**config.mk**
```make
export PLATFORM = sky130hd
export DESIGN_NAME = hazard_forward_unit
export DESIGN_NICKNAME = d
export VERILOG_FILES = /design/src/rtl/hazard_forward_unit.sv
export SDC_FILE = /design/constraint.sdc
export NUM_CORES = 1
export LEC_CHECK = 0
export ABC_AREA = 0
export CORE_AREA = 3 3 79 81
export CTS_CLUSTER_DIAMETER = 50
export DETAILED_ROUTE_END_ITERATION = 10
export DIE_AREA = 0 0 82 84
export PLACE_DENSITY = 0.91
export SYNTH_ARGS = -nofsm -noshare
export SYNTH_HDL_FRONTEND = slang
export SYNTH_SLANG_ARGS = --single-unit
```
**constraint.sdc**
```tcl
create_clock -name clk -period 5.81 [get_ports clk]
set_clock_uncertainty 0.15 [all_clocks]
set_input_delay 1.162 -clock clk [delete_from_list [all_inputs] [get_ports clk]]
set_output_delay 1.162 -clock clk [all_outputs]
set_load 0.05 [all_outputs]
```
**src/rtl/hazard_forward_unit.sv**
```systemverilog
// Hazard detection and operand forwarding between ID and EX.
// A shift-register scoreboard tracks in-flight producers; the youngest match is forwarded.
module hazard_forward_unit #(
  parameter int DEPTH    = 3,
  parameter int LOAD_LAT = 2,
  parameter bit FWD_EN   = 1'b1,
  parameter int SEL_W    = $clog2(DEPTH + 1)
) (
  input  logic             clk,
  input  logic             rst,
  input  logic             id_valid,
  input  logic [31:0]      id_inst,
  input  logic             flush,
  output logic [SEL_W-1:0] rs1_sel,
  output logic [SEL_W-1:0] rs2_sel,
  output logic             stall,
  output logic             issue,
  output logic [31:0]      stall_cnt
);

  localparam logic [6:0] OPC_LUI    = 7'b0110111;
  localparam logic [6:0] OPC_AUIPC  = 7'b0010111;
  localparam logic [6:0] OPC_JAL    = 7'b1101111;
  localparam logic [6:0] OPC_BRANCH = 7'b1100011;
  localparam logic [6:0] OPC_LOAD   = 7'b0000011;
  localparam logic [6:0] OPC_STORE  = 7'b0100011;
  localparam logic [6:0] OPC_OP     = 7'b0110011;
  localparam logic [6:0] OPC_SYSTEM = 7'b1110011;

  typedef struct packed {
    logic       valid;
    logic [4:0] rd;
    logic       is_load;
  } entry_t;

  typedef entry_t sb_t [DEPTH];

  sb_t sb;
  sb_t sb_next;

  logic [6:0] opcode;
  logic [4:0] rd, rs1, rs2;
  logic       rs1_used, rs2_used, writes_rd, is_load;
  logic       rs1_stall, rs2_stall;
  logic       unused_bits;

  assign opcode = id_inst[6:0];
  assign rd     = id_inst[11:7];
  assign rs1    = id_inst[19:15];
  assign rs2    = id_inst[24:20];
  assign unused_bits = ^{id_inst[31:25], id_inst[14:12]};

  // A source reading x0 never creates a dependency, so it is folded into "used".
  assign rs1_used  = !(opcode inside {OPC_LUI, OPC_AUIPC, OPC_JAL}) && (rs1 != 5'd0);
  assign rs2_used  = (opcode inside {OPC_OP, OPC_STORE, OPC_BRANCH}) && (rs2 != 5'd0);
  assign writes_rd = !(opcode inside {OPC_STORE, OPC_BRANCH, OPC_SYSTEM}) && (rd != 5'd0);
  assign is_load   = (opcode == OPC_LOAD);

  // Scan oldest to youngest so the lowest-index (youngest) match is the one that sticks.
  function automatic void lookup(input sb_t tbl, input logic used, input logic [4:0] rs,
                                 output logic [SEL_W-1:0] sel, output logic stl);
    sel = '0;
    stl = 1'b0;
    if (used) begin
      for (int k = DEPTH - 1; k >= 0; k--) begin
        if (tbl[k].valid && (tbl[k].rd == rs)) begin
          if (!FWD_EN || (tbl[k].is_load && (k < LOAD_LAT))) begin
            stl = 1'b1;
            sel = '0;
          end else begin
            stl = 1'b0;
            sel = SEL_W'(k + 1);
          end
        end
      end
    end
  endfunction

  always_comb begin
    lookup(sb, rs1_used, rs1, rs1_sel, rs1_stall);
    lookup(sb, rs2_used, rs2, rs2_sel, rs2_stall);
  end

  assign stall = id_valid & (rs1_stall | rs2_stall);
  assign issue = id_valid & ~stall & ~flush;

  always_comb begin
    // NOTE: every element gets an unconditional value before any qualification, so no latch is inferred.
    sb_next[0] = issue ? '{valid: writes_rd, rd: rd, is_load: is_load} : '0;
    for (int k = 1; k < DEPTH; k++) begin
      sb_next[k] = sb[k-1];
      // The instruction leaving EX on a flush is squashed and must not be forwarded later.
      if ((k == 1) && flush) sb_next[k].valid = 1'b0;
    end
  end

  always_ff @(posedge clk) begin
    if (rst) begin
      // NOTE: every scoreboard entry is reset; a stale valid bit would forward garbage.
      for (int k = 0; k < DEPTH; k++) sb[k] <= '0;
      stall_cnt <= '0;
    end else begin
      // NOTE: non-blocking assignments keep the shift a true one-cycle move per entry.
      sb <= sb_next;
      if (stall && (stall_cnt != 32'hFFFF_FFFF)) stall_cnt <= stall_cnt + 32'd1;
    end
  end

endmodule

```
# Word level (Yosys, flattened, before mapping)
# Cells that the tools add are included.
[totals]
regBits = 52
input_bits = 36
out_inout_bits = 38
wordCells = 70
[classes]
addsub = 1
n_eq_ne = 15
n_mux = 18
bitwise = 7
reduce_logical = 20
[op_table]
columns = ["op", "n"]
rows = [
  ["32-bit by 1-bit adder with 32-bit output, second input constant", 1],
  ["32-bit != test, second input constant", 1],
  ["5-bit equality test", 6],
  ["7-bit by 6-bit equality test with 1-bit output, second input constant", 3],
  ["7-bit equality test, second input constant", 3],
  ["2-bit 2-to-1 mux", 9],
  ["5-bit nonzero test", 3],
  ["1-bit logical AND", 10],
  ["1-bit 2-to-1 mux", 9],
  ["3-bit nonzero test", 3],
  ["7-bit by 2-bit equality test with 1-bit output, second input constant", 1],
  ["7-bit by 5-bit equality test with 1-bit output, second input constant", 1],
  ["2-bit OR reduction", 2],
  ["1-bit AND", 3],
  ["1-bit NOT", 3],
  ["1-bit zero test", 2],
  ["1-bit OR", 1],
]

# Depth between registers and ports, before layout
# Gate-level depths: netlist of run 1.
[depth]
depth_word = 12
ltp_mapped = 11
depth_no_buf = 9

# Worst setup path before layout of run 1
# OpenSTA, ideal clock, no wires.
[synth_timing]
path_kind = "input -> output"
start = "input port id_inst[20]"
end = "output port issue"
arrival_time_ns = 3.301
required_ns = 4.498
slack_ns = 1.197
stages = 7
path_buffers = 0
path_cell_list = "xor2_1 nor4_1 and3_2 mux2_4 nand2b_1 o21ai_0 nor3_1"
[synth_between]
elab_chain_len = 10
elab_cells_between_ends = 14
cone_classes = "eq/ne (2); mux (3); bitwise (5); reduce/logical (4)"
[synth_lines]
columns = ["item", "line_no", "rtl"]
rows = [
  ["start, declared", "12", "input logic [31:0] id_inst,"],
  ["5-bit equality test", "66", "if (tbl[k].valid && (tbl[k].rd == rs)) begin"],
  ["1-bit logical AND", "66", ""],
  ["1-bit 2-to-1 mux (2 in a row)", "66", ""],
  ["1-bit 2-to-1 mux (*)", "64", "if (used) begin"],
  ["1-bit OR (*)", "84", "assign stall = id_valid & (rs1_stall | rs2_stall);"],
  ["1-bit AND (*)", "84", ""],
  ["1-bit NOT (*)", "85", "assign issue = id_valid & ~stall & ~flush;"],
  ["1-bit AND (*) (2 in a row)", "85", ""],
  ["end, declared", "17", "output logic issue,"],
]
# Mark *: on every way between the ends. The rest lies on a longest branch, timed or not.

# Worst setup path after layout of run 1
# Same ends and word-level chain as after synthesis.

==> out/metrics.cfg, run 1 <==
[die]
dieArea_um2 = 6890
die_h_um = 84
die_x_um = 82
core_um2 = 5540
rows = 27
io_pins = 74
start_util = 0.495

[clock_network]
insertion_delay_ns = 0.31
root_buffer = clkbuf_8
cts_max_level = 2
clock_sinks = 52
postCtsSetupBuffers = 0
clk_pin_slew_ns = 0.10
cts_tree = yes
cts_hold_buf = 0
cts_max_path_buffers = 2
numCtsBuffers = 5
cts_resized = 0

[drt]
first_pass_iters = 5
ant_nets = 0
remaining_drc_errors = 0
vias = 2561
wl_per_cell_um = 15.0
routed_wl_um = 6770
routed_via_density = 5.65
drt_iter0_drc = 265

[worst_setup_path]
cp_num_buf_inv = 2
crit_path_max_fanout = 4
end_kind = output pin
slowest_stage = clkdlybuf4s50_1
slowest_delay_ns = 0.85
cp_cell_sequence = clkdlybuf4s50_1 -> xor2_1 -> nor4_1 -> and3_2 -> mux2_4 -> nand2b_1 -> o21ai_0 -> nor3_1 -> clkdlybuf4s50_1
crit-reg2reg-capture = stall_cnt[29]
rrSetupSlack_ns = 2.91
worstRegToRegCells = 8
crit_arrival_ns = 4.02
required_ns = 4.50
critPathLaunchType = input port
worstReg2RegStart = stall_cnt[3]
crit_family = buffers and inverters
path_class = input port to output pin
crit_top_cell = clkdlybuf4s50_1

[placed_design]
port-buffer-count = 63
dp_hpwl_um = 5070
routabilityCongestion = 0.915
place_area_um2 = 3440
place_ws_ns = 0.482

[job]
max_cap_viol_count = 0

[status]
status = completed

[logic_synthesis]
yosysMostFrequentCell = dfxtp_1
synthCells = 317
synth_top_flop_cell = dfxtp_1
yosys_register_bits = 52
ys_seq_area_frac = 0.379
ys_warn_count = 0
syn_area_per_cell_um2 = 8.66
synth-edff-count = 0
synth_top_area_frac = 0.379
synth.largest_area_cell = dfxtp_1
syn_area_um2 = 2740
async_flop_share = 0
synth_cell_types = 46
synth_fp_nets = 354
synth_common_cells = dfxtp_1 (52), nor2_1 (39), xor2_1 (28)
synth_area_leaders = dfxtp_1 (38%), xor2_1 (8.9%), xnor2_1 (8.3%)

[sta]
finalHoldViolCount = 0
finalCritPeriodShare = 0.917
tns_ns = 0
finalSetupViolations = 0
final-max-slew-violation-count = 0
worstMarginPinSlew_ns = 0.873
min_period_ns = 5.33
rsz0062_at_grt = no
timing.fmax_mhz = 188
fin_ws_ns = 0.482
max_slew_margin = 0.413
hold_slack_ns = 0.357

[grt]
grt_use_total = 0.207
antenna_found_initial = 0
grt_pass1_vias = 2432
grt_max_degree = 49
grt_pass1_wl_um = 11400
grt_overflow = 0

[pwr]
power-per-cell-area_nw_per_um2 = 189
p_leak_nw = 1.22
max-vdd-ir-drop_v = 0.000112

[layout]
drive_gt1_frac = 0.0551
antenna_cells = 0
final_area_um2 = 3550
regArea_um2 = 1040
area_growth_pct = 29.5
fill_cells = 459
final_nets = 417
multi_input_area_um2 = 1620

[worst_hold_path]
min_path_type = flop to flop
min_from = sb[20]
min_path_cells = 1
hold-path-endpoint = sb[13]

worst max-delay path by stage:
stage,start,endpoint,depth (start not counted)
2_1_floorplan,id_inst[20],issue,7
3_3_place_gp,id_inst[20],issue,9
3_5_place_dp,id_inst[20],issue,9
4_1_cts,id_inst[20],issue,9
5_1_grt,id_inst[20],issue,9
6_report,id_inst[20],issue,9
through the flow:
step | util | total power [mW] | cells
2_1_floorplan | - | 0.391 | 317
3_3_place_gp | 0.620 | 0.419 | 445
3_5_place_dp | 0.620 | 0.420 | 445
4_1_cts | 0.641 | 0.675 | 453
5_1_grt | 0.641 | 0.693 | 453
6_report | 0.641 | 0.671 | 453
state kept, by name, summed over array words and instances (netlist names):
name / count
sb: 20
stall_cnt: 32
layout by cell type (no fill, tap or decap), types with 2 or more instances in the layout:
master / Yosys / layout
a21boi_0: 2 / 2
xnor2_1: 26 / 26
nor4_1: 18 / 18
nand2b_1: 2 / 2
clkdlybuf4s50_1: 0 / 63
mux2_4: 2 / 2
o31ai_1: 2 / 2
nor2b_1: 15 / 15
nor4b_1: 3 / 3
a21oi_1: 6 / 6
or4_1: 3 / 3
or3_1: 2 / 2
o21ai_0: 4 / 4
nor2_1: 39 / 39
mux2_2: 3 / 3
dfxtp_1: 52 / 52
nand3_1: 16 / 16
and3_1: 5 / 5
nand4b_1: 4 / 4
and2_1: 6 / 6
nor3_1: 12 / 12
clkbuf_8: 0 / 5
inv_1: 7 / 7
nor3b_1: 2 / 2
xor2_1: 28 / 28
and4_1: 2 / 2
nand4_1: 16 / 16
buf_4: 1 / 3
nand2_1: 15 / 15
where the power goes:
| group | leakage, nW | switching, mW | internal, mW | total [mW] |
|---|---|---|---|---|
| Clock | 0.0600 | 0.128 | 0.131 | 0.258 |
| Combinational | 0.737 | 0.0247 | 0.0267 | 0.0514 |
| Sequential | 0.420 | 0.00242 | 0.359 | 0.361 |
| Total | 1.22 | 0.155 | 0.516 | 0.671 |
per-layer routing:
layer | global-route usage | wire, µm | share of wire | vias to the layer above
met4 | 0.0740 | 127 | 0.019 | 0
met1 | 0.272 | 2970 | 0.44 | 1190
li1 | - | - | - | 1248
met3 | 0.0400 | 415 | 0.061 | 18
met2 | 0.333 | 3270 | 0.48 | 105
met5 | 0 | 0 | 0 | -
logic make-up after synthesis:
kind of cell / synth area share
fa+ha+maj: 0.00456
buf+inv: 0.0310
compound gates: 0.0547
simple gates: 0.327
mux: 0.0310
flops: 0.379
xor+xnor: 0.172
cell type report:
type | instances | area share
Clock buffer | 5 | 0.0194
Clock inverter | 3 | 0.0130
Inverter | 8 | 0.00986
Multi-Input combinational cell | 247 | 0.455
Sequential cell | 52 | 0.293
Tap cell | 72 | 0.0254
Timing Repair Buffer | 66 | 0.184
Power figures use the tool's default switching activity.
==> inputs of run 2 (changes only) <==
--- a/config.mk
+++ b/config.mk
@@ -6,6 +6,7 @@
 export NUM_CORES = 1
 export LEC_CHECK = 0
 export ABC_AREA = 0
+export ABC_CLOCK_PERIOD_IN_PS = 5810
 export CORE_AREA = 3 3 79 81
 export CTS_CLUSTER_DIAMETER = 50
 export DETAILED_ROUTE_END_ITERATION = 10
==> results of run 2 <==
Same layout as run 1: the final DEF is identical, and so are final timing and power.
==> inputs of run 3 (changes only) <==
--- a/config.mk
+++ b/config.mk
@@ -7,10 +7,10 @@
 export LEC_CHECK = 0
 export ABC_AREA = 0
 export ABC_CLOCK_PERIOD_IN_PS = 5810
-export CORE_AREA = 3 3 79 81
+export CORE_AREA = 2 2 78 80
 export CTS_CLUSTER_DIAMETER = 50
 export DETAILED_ROUTE_END_ITERATION = 10
-export DIE_AREA = 0 0 82 84
+export DIE_AREA = 0 0 80 82
 export PLACE_DENSITY = 0.91
 export SYNTH_ARGS = -nofsm -noshare
 export SYNTH_HDL_FRONTEND = slang
==> run 3 against run 2 <==
  * Total power decreased by 6.0%
  * Count of clock-buffer cells in the layout increased by 1
  * Sequential share of layout area increased by 0.12 points
  * Die area decreased by 4.8%
  * Clock power decreased by 16%
  * Design area decreased by 0.42%
  * Non-clock buffer count unchanged
  * Routed wire length decreased by 2.6%
  * Critical path type unchanged
  * Sequential cell count unchanged
==> out/metrics.cfg, run 3 (same netlist as run 1, synthesis figures left out) <==
[status]
status = completed

[sta]
final-max-slew-violation-count = 0
finalCritPeriodShare = 0.927
rsz0062_at_grt = no
worstMarginPinSlew_ns = 0.890
min_period_ns = 5.39
finalHoldViolCount = 0
max_slew_margin = 0.401
hold_slack_ns = 0.341
finalSetupViolations = 0
tns_ns = 0
timing.fmax_mhz = 186

[clock_network]
cts_max_level = 2
root_buffer = clkbuf_8
postCtsSetupBuffers = 0
cts_tree = yes
clock_sinks = 52
clk_pin_slew_ns = 0.09
cts_max_path_buffers = 2
numCtsBuffers = 5
cts_resized = 0
cts_hold_buf = 0
insertion_delay_ns = 0.31

[die]
core_um2 = 5750
io_pins = 74
start_util = 0.478
die_h_um = 82
die_x_um = 80
dieArea_um2 = 6560
rows = 28

[layout]
drive_gt1_frac = 0.0551
fill_cells = 496
fin_cells = 456
top_regs = stall_cnt (32), sb (20)
largest_reg_flops = 32
layout_commonest_cell = clkdlybuf4s50_1
antenna_cells = 0
final_cell_mix = clkdlybuf4s50_1 (63), dfxtp_1 (52), nor2_1 (39), xor2_1 (28), xnor2_1 (26)
area_growth_pct = 28.9
top_register = stall_cnt
final_nets = 417

[worst_setup_path]
crit_arrival_ns = 4.07
cp_num_buf_inv = 2
required_ns = 4.50
crit_path_max_fanout = 4
end_kind = output pin
slowest_stage = clkdlybuf4s50_1
rrSetupSlack_ns = 2.88
path_class = input port to output pin
cp_cell_sequence = clkdlybuf4s50_1 -> xor2_1 -> nor4_1 -> and3_2 -> mux2_4 -> nand2b_1 -> o21ai_0 -> nor3_1 -> clkdlybuf4s50_1
crit_top_cell = clkdlybuf4s50_1
crit_family = buffers and inverters
critPathLaunchType = input port
slowest_delay_ns = 0.83

[placed_design]
dp_hpwl_um = 4980
routabilityCongestion = 0.949
port-buffer-count = 63
dp_cells = 448

[drt]
vias = 2505
ant_nets = 0
routed_wl_um = 6600
drt_iter0_drc = 80
routed_via_density = 5.49
wl_per_cell_um = 14.5
remaining_drc_errors = 0
first_pass_iters = 4

[pwr]
p_leak_nw = 1.21
power-per-cell-area_nw_per_um2 = 178
max-vdd-ir-drop_v = 0.000107
total_power_mw = 0.631

[job]
max_cap_viol_count = 0

[grt]
grt_use_total = 0.207
grt_pass1_wl_um = 10800
grt_overflow = 0
grt_max_degree = 49
grt_pass1_vias = 2501
antenna_found_initial = 0

[worst_hold_path]
min_path_type = flop to flop

## run 3: cell types whose count changed in the layout (fill, tap and decap cells not counted), sizes merged
| cell | previous run | this run |
|---|---|---|
| bufinv | 1 | 0 |
| clkbuf | 5 | 6 |
## run 3: path summary, 6_finish.rpt
kind	to	startpoint	depth (start not counted)
max reg2reg	stall_cnt[18]	sb[16]	9
min reg2reg	sb[6]	sb[13]	1
min	sb[6]	sb[13]	1
max	issue	id_inst[20]	9
## run 3: layer usage
| layer | wire length (µm) | GRT usage | vias up |
|---|---|---|---|
| met4 | 85 | 0.0831 | 0 |
| li1 | - | - | 1247 |
| met1 | 2870 | 0.238 | 1182 |
| met3 | 259 | 0.0418 | 9 |
| met5 | 0 | 0 | - |
| met2 | 3390 | 0.376 | 67 |
## run 3: layout make-up
class	instances	area (µm²)	area share
Timing Repair Buffer	66	653	0.185
Clock buffer	6	82.6	0.0233
Sequential cell	52	1040	0.294
Tap cell	75	93.8	0.0265
Inverter	8	35.0	0.00990
Clock inverter	2	13.8	0.00389
Multi-Input combinational cell	247	1620	0.457
## run 3: worst register-to-register path: cells and delay by family, from the launching register on
kind	cells	cell delay, ns
multiplexers	2	0.64
AND/OR/NAND/NOR	4	0.99
XOR/XNOR	1	0.17
AO/OA/AOI/OAI	1	0.22
flip-flops	1	0.35
buffers and inverters	1	0.27
## run 3: power by group
group	internal [mW]	switching, mW	total, mW
combinational	0.0267	0.0251	0.0517
sequential	0.358	0.00208	0.361
clock	0.0976	0.121	0.218
total	0.483	0.148	0.631
## run 3: stage by stage
step | cell area (µm²) | utilization | setup WS, ns
6_report | 3540 | 0.616 | 0.424
5_1_grt | 3540 | 0.616 | 0.290
4_1_cts | 3540 | 0.616 | 0.420
3_5_place_dp | 3440 | 0.599 | 0.442
3_3_place_gp | 3440 | 0.599 | 0.528
2_1_floorplan | 2740 | - | 1.20
==> variant 1, RTL diff (config.mk and constraints of run 2) <==
Change the parameter `FWD_EN` from 1'b1 to 1'b0.
--- a/src/rtl/hazard_forward_unit.sv
+++ b/src/rtl/hazard_forward_unit.sv
@@ -3,7 +3,7 @@
 module hazard_forward_unit #(
   parameter int DEPTH    = 3,
   parameter int LOAD_LAT = 2,
-  parameter bit FWD_EN   = 1'b1,
+  parameter bit FWD_EN   = 1'b0,
   parameter int SEL_W    = $clog2(DEPTH + 1)
 ) (
   input  logic             clk,
Function: changed (a bounded check fails within 4 cycles, from zero or initial values and one cycle with rst high).
==> variant 1 against run 2 <==
- clock power down 24%
- total power fell by 11%
- synthesized area shrank 5.9%
- sequential cell count is 2 lower
- design area down 7.5%
- wire length is 9.2% lower
- register-to-register slack worse by 0.37 ns
- worst setup slack improved by 0.20 ns
- hold slack got worse by 0.0093 ns
- first-iteration DRC count is 27% lower
- critical path type unchanged
- largest cell class unchanged
==> variant 1: results (changes against run 2) <==
| Metric | Value |
|---|---|
| Antenna violations before repair | `0 (unchanged)` |
| Regs by FF count | `stall_cnt: 32 flops, sb: 18 flops (was stall_cnt: 32 flops, sb: 20 flops)` |
| Postcts setup bufs | `0 (unchanged)` |
| Status | `completed (unchanged)` |
| Clk power | `195 uW (was 258 uW)` |
| Port-buffer cells | `59 (was 63)` |
| Gpl congestion | `0.853 (was 0.915)` |
| CTS max path bufs | `2 (unchanged)` |
| Largest net degree at the start of global routing | `39 (was 49)` |
| Critical R2R Capture | `stall_cnt[26]$_SDFFE_PP0P_ (was stall_cnt[29]$_SDFFE_PP0P_)` |
| Leakage | `0.00115 uW (was 0.00122 uW)` |
| Share of cells above drive strength 1 | `4.76% (was 5.51%)` |
| Placed insts | `422 (was 445)` |
| H-tree Lvls | `2 (unchanged)` |
| Worst-Skew Late Latency | `0.31 ns (about the same)` |
| Reg2Reg Launch Point | `stall_cnt[3]$_SDFFE_PP0P_ (unchanged)` |
| Clock transition at path regs | `0.08 ns (was 0.10 ns)` |
| Main flop type after synthesis | `dfxtp_1 (unchanged)` |
| Worst IR Drop VDD | `0.000111 V (was 0.000112 V)` |
| Sw frac | `24.2% (was 23.1%)` |
| Via/cell ratio | `5.53 (was 5.65)` |
| Critical Path Fanout Max | `4 (unchanged)` |
| Flop2flop setup slack | `2.54 ns (was 2.91 ns)` |
| Total track usage | `18.8% (was 20.7%)` |
| Synth area leaders | `dfxtp_1 (39%), xor2_1 (11%), nor2b_1 (4.1%) (was dfxtp_1 (38%), xor2_1 (8.9%), xnor2_1 (8.3%))` |
| First-pass GRT wire length | `10,300 microns (was 11,400 microns)` |
| Post-Layout Cell Count | `429 (was 453)` |
| WL/cell | `14.3 microns (was 15.0 microns)` |
| R2R depth | `8 (unchanged)` |
| Vias in the first global route | `2,230 (was 2,432)` |
| Hold path start | `sb[13]$_SDFF_PP0_ (was sb[20]$_SDFF_PP0_)` |
| Worst EP arrival | `3.82 ns (was 4.02 ns)` |
| WHS Endpoint | `sb[6]$_SDFF_PP0_ (was sb[13]$_SDFF_PP0_)` |
| Seq/Total Area, Yosys | `38.8% (was 37.9%)` |
| Worst-Margin Slew | `0.695 ns (was 0.873 ns)` |
| Yosys warning total | `0 (unchanged)` |
| Fin nets | `394 (was 417)` |
| Hpwl dp | `4630 microns (was 5070 microns)` |
| Initial DRC count | `193 (was 265)` |
| Library cells used by synthesis | `34 (was 46)` |
| DRT Pass-1 Iters | `5 (unchanged)` |
| Post-Synthesis Cells | `301 (was 317)` |
| Seq power | `347 uW (was 361 uW)` |
| Most common library cells after synthesis | `dfxtp_1 (50), xor2_1 (32), nor2_1 (22) (was dfxtp_1 (52), nor2_1 (39), xor2_1 (28))` |
-- variant 1: worst max path at each step --
| stage | end | from | slack (ns) |
|---|---|---|---|
| floorplan | issue | id_inst[16] | 1.30 |
| global placement | issue | id_inst[16] | 0.78 |
| detailed placement | issue | id_inst[16] | 0.70 |
| CTS | issue | id_inst[16] | 0.69 |
| global route | issue | id_inst[16] | 0.57 |
| finish | issue | id_inst[16] | 0.68 |
-- variant 1: through the flow --
stage	hold slack, ns	instance area, sq um	total power (uW)	setup slack [ns]	util (%)
after global routing	0.358	3290	621	0.567	59.3
final	0.348	3290	599	0.680	59.3
after CTS	0.346	3290	602	0.695	59.3
after floorplan	0.309	2590	384	1.30	-
after detailed placement	0.335	3210	411	0.703	57.9
after global placement	0.330	3210	409	0.780	57.9
-- variant 1: cell families (layout without fill, tap and decap cells) --
group,count (synthesis),after routing,share of synthesized area [%]
other,1,4,0.145
buffers and inverters,17,70,3.54
XOR/XNOR,38,38,12.9
multiplexers,7,7,3.00
AND/OR/NAND/NOR,150,150,32.0
AO/OA/AOI/OAI,37,37,9.16
flip-flops,50,50,38.8
adder cells (fa/ha/maj),1,1,0.484
-- variant 1: cell type report --
class,count,area (sq um)
tap,72,90.1
clock inverter,1,7.51
fill,484,2250
inverter,2,7.51
clock buffer,6,72.6
sequential,50,1000
timing repair buffer,61,606
multi-input combinational,237,1500
-- variant 1: critical path, stage by stage --
cell and delay (ns):
clkdlybuf4s50_1 0.51, or4_1 0.56, o21ai_0 0.38, o22ai_1 0.19, nor3_1 0.17, clkdlybuf4s50_1 0.85
-- variant 1: routing by layer --
metal	share of wire [%]	GRT usage [%]	up-vias
met5	0	0	-
met4	2.1	7.55	0
met3	6.0	4.86	12
met2	48	29.6	86
met1	43	24.0	1090
li1	-	-	1184
==> variant 2, RTL diff (settings of run 2) <==
Without the edit above. Register the output `stall_cnt` once more, cleared by the reset; this adds one clock of latency there. The other outputs are not delayed to match.
--- a/src/rtl/hazard_forward_unit.sv
+++ b/src/rtl/hazard_forward_unit.sv
@@ -34,6 +34,8 @@
   } entry_t;
 
   typedef entry_t sb_t [DEPTH];
+
+  logic [31:0] stall_cnt_s0;
 
   sb_t sb;
   sb_t sb_next;
@@ -98,11 +100,19 @@
     if (rst) begin
       // NOTE: every scoreboard entry is reset; a stale valid bit would forward garbage.
       for (int k = 0; k < DEPTH; k++) sb[k] <= '0;
-      stall_cnt <= '0;
+      stall_cnt_s0 <= '0;
     end else begin
       // NOTE: non-blocking assignments keep the shift a true one-cycle move per entry.
       sb <= sb_next;
-      if (stall && (stall_cnt != 32'hFFFF_FFFF)) stall_cnt <= stall_cnt + 32'd1;
+      if (stall && (stall_cnt_s0 != 32'hFFFF_FFFF)) stall_cnt_s0 <= stall_cnt_s0 + 32'd1;
+    end
+  end
+
+  always_ff @(posedge clk) begin
+    if (rst) begin
+      stall_cnt <= '0;
+    end else begin
+      stall_cnt <= stall_cnt_s0;
     end
   end
 
Check against the original RTL: not equivalent (a bounded check fails within 4 cycles, from zero or initial values and one cycle with rst high).
==> variant 2 against run 2 <==
- sequential power increased by 61%
- critical path depth decreased by 2
- sequential cell count increased by 32
- synthesized area increased by 28%
- worst setup slack improved by 0.13 ns
- first-iteration DRC count decreased by 52%
- wire length increased by 18%
- synthesized cell count increased by 18%
- core utilization increased by 16 points
- fmax increased by 2.6%
- total power increased by 57%
- design area increased by 24%
==> variant 2: results (changes against run 2) <==
| Metric | Value |
|---|---|
| Crit-path max cell delay | `0.72 ns (was 0.85 ns)` |
| Hpwl dp | `5970 microns (was 5070 microns)` |
| Synth area leaders | `dfxtp_1 (48%), xor2_1 (8.9%), nor2b_1 (6.7%) (was dfxtp_1 (38%), xor2_1 (8.9%), xnor2_1 (8.3%))` |
| R2R depth | `9 (was 8)` |
| Most common library cells after synthesis | `dfxtp_1 (84), nor2b_1 (38), xor2_1 (36) (was dfxtp_1 (52), nor2_1 (39), xor2_1 (28))` |
| DP Area | `4210 sq um (was 3440 sq um)` |
| Max transition margin | `42.0% (was 41.3%)` |
| Met2 Usage GRT | `41.2% (was 33.3%)` |
| H-tree Lvls | `3 (was 2)` |
| M1 WL | `3340 microns (was 2970 microns)` |
| Share of cells above drive strength 1 | `6.97% (was 5.51%)` |
| Fin nets | `477 (was 417)` |
| Total track usage | `25.3% (was 20.7%)` |
| Max layer used | `met4 (unchanged)` |
| Worst-Skew Late Latency | `0.35 ns (was 0.31 ns)` |
| Initial DRC count | `126 (was 265)` |
| DR WL met3 | `396 microns (was 415 microns)` |
| Routed wire length | `7980 microns (was 6770 microns)` |
| Status | `completed (unchanged)` |
| Worst EP arrival | `3.88 ns (was 4.02 ns)` |
| Critical R2R Capture | `stall_cnt_s0[30]$_SDFFE_PP0P_ (was stall_cnt[29]$_SDFFE_PP0P_)` |
| Library cells used by synthesis | `41 (was 46)` |
| Via/cell ratio | `5.70 (was 5.65)` |
| Vias in the first global route | `2,900 (was 2,432)` |
| Global-route track usage on met1 | `31.1% (was 27.2%)` |
| Regs by FF count | `stall_cnt: 32 flops, stall_cnt_s0: 32 flops, sb: 20 flops (was stall_cnt: 32 flops, sb: 20 flops)` |
| Gpl congestion | `0.869 (was 0.915)` |
| Met3 Resource Use GR | `6.59% (was 4.00%)` |
| Fillers | `358 (was 459)` |
| WHS Endpoint | `stall_cnt[31]$_SDFF_PP0_ (was sb[13]$_SDFF_PP0_)` |
| Metal2 WL | `4070 microns (was 3270 microns)` |
| Reg2Reg Launch Point | `sb[17]$_SDFF_PP0_ (was stall_cnt[3]$_SDFFE_PP0P_)` |
| Net count after synthesis | `411 (was 354)` |
| First-pass GRT wire length | `13,400 microns (was 11,400 microns)` |
| Leakage | `0.00166 uW (was 0.00122 uW)` |
| Main flop type after synthesis | `dfxtp_1 (unchanged)` |
| Hold path start | `stall_cnt_s0[31]$_SDFFE_PP0P_ (was sb[20]$_SDFF_PP0_)` |
| Num CTS Buffers | `9 (was 5)` |
| Worst IR Drop VDD | `0.000192 V (was 0.000112 V)` |
| DRT Pass-1 Iters | `4 (was 5)` |
| N_diodes | `0 (unchanged)` |
| Seq/Total Area, Yosys | `47.7% (was 37.9%)` |
| Worst-case hold slack | `0.352 ns (was 0.357 ns)` |
| Largest net degree at the start of global routing | `52 (was 49)` |
-- variant 2: changes by cell type after synthesis, moves of 3 or more --
cell     change
and2_1       +4
xnor2_1     -16
dfxtp_1     +32
xor2_1       +8
and3_1       +7
nor2_1       -5
nor4_1       -8
nor3_1       -5
nand2_1      +3
nand4_1      -4
nor2b_1     +23
o21ai_0      +6
or4_1        +8
-- variant 2: how the worst max path moves through the flow --
stage | startpoint | endpoint | slack (ns)
detailed placement | id_inst[22] | stall | 0.65
finish | id_inst[22] | stall | 0.62
global route | id_inst[24] | rs2_sel[1] | 0.55
CTS | id_inst[22] | stall | 0.64
global placement | id_inst[22] | stall | 0.73
floorplan | id_inst[22] | issue | 0.94
-- variant 2: layout make-up --
| class | count | area, sq um | share of cell area [%] |
|---|---|---|---|
| multi-input combinational | 271 | 1770 | 40.1 |
| tap | 72 | 90.1 | 2.04 |
| inverter | 9 | 33.8 | 0.765 |
| clock inverter | 5 | 61.3 | 1.39 |
| timing repair buffer | 65 | 638 | 14.4 |
| sequential | 84 | 1680 | 38.1 |
| clock buffer | 11 | 141 | 3.20 |
-- variant 2: per-stage QoR --
step | worst slack [ns] | cells
floorplan | 0.939 | 374
global placement | 0.731 | 501
detailed placement | 0.647 | 501
CTS | 0.643 | 517
global route | 0.548 | 517
finish | 0.615 | 517
-- variant 2: report_power, final --
part	switching, uW	total, uW	internal (uW)
combinational	27.6	54.3	26.7
clock	208	420	212
sequential	2.45	580	577
-- variant 2: kinds of logic (layout without fill, tap and decap cells) --
family          Yosys count  in the layout  share of synthesized area [%]
simple gates            190            190                           30.9
flops                    84             84                           47.7
fa+ha+maj                 1              1                          0.355
compound gates           26             26                           5.08
xor+xnor                 46             46                           11.4
mux                       8              8                           2.45
buf+inv                  19             90                           2.06
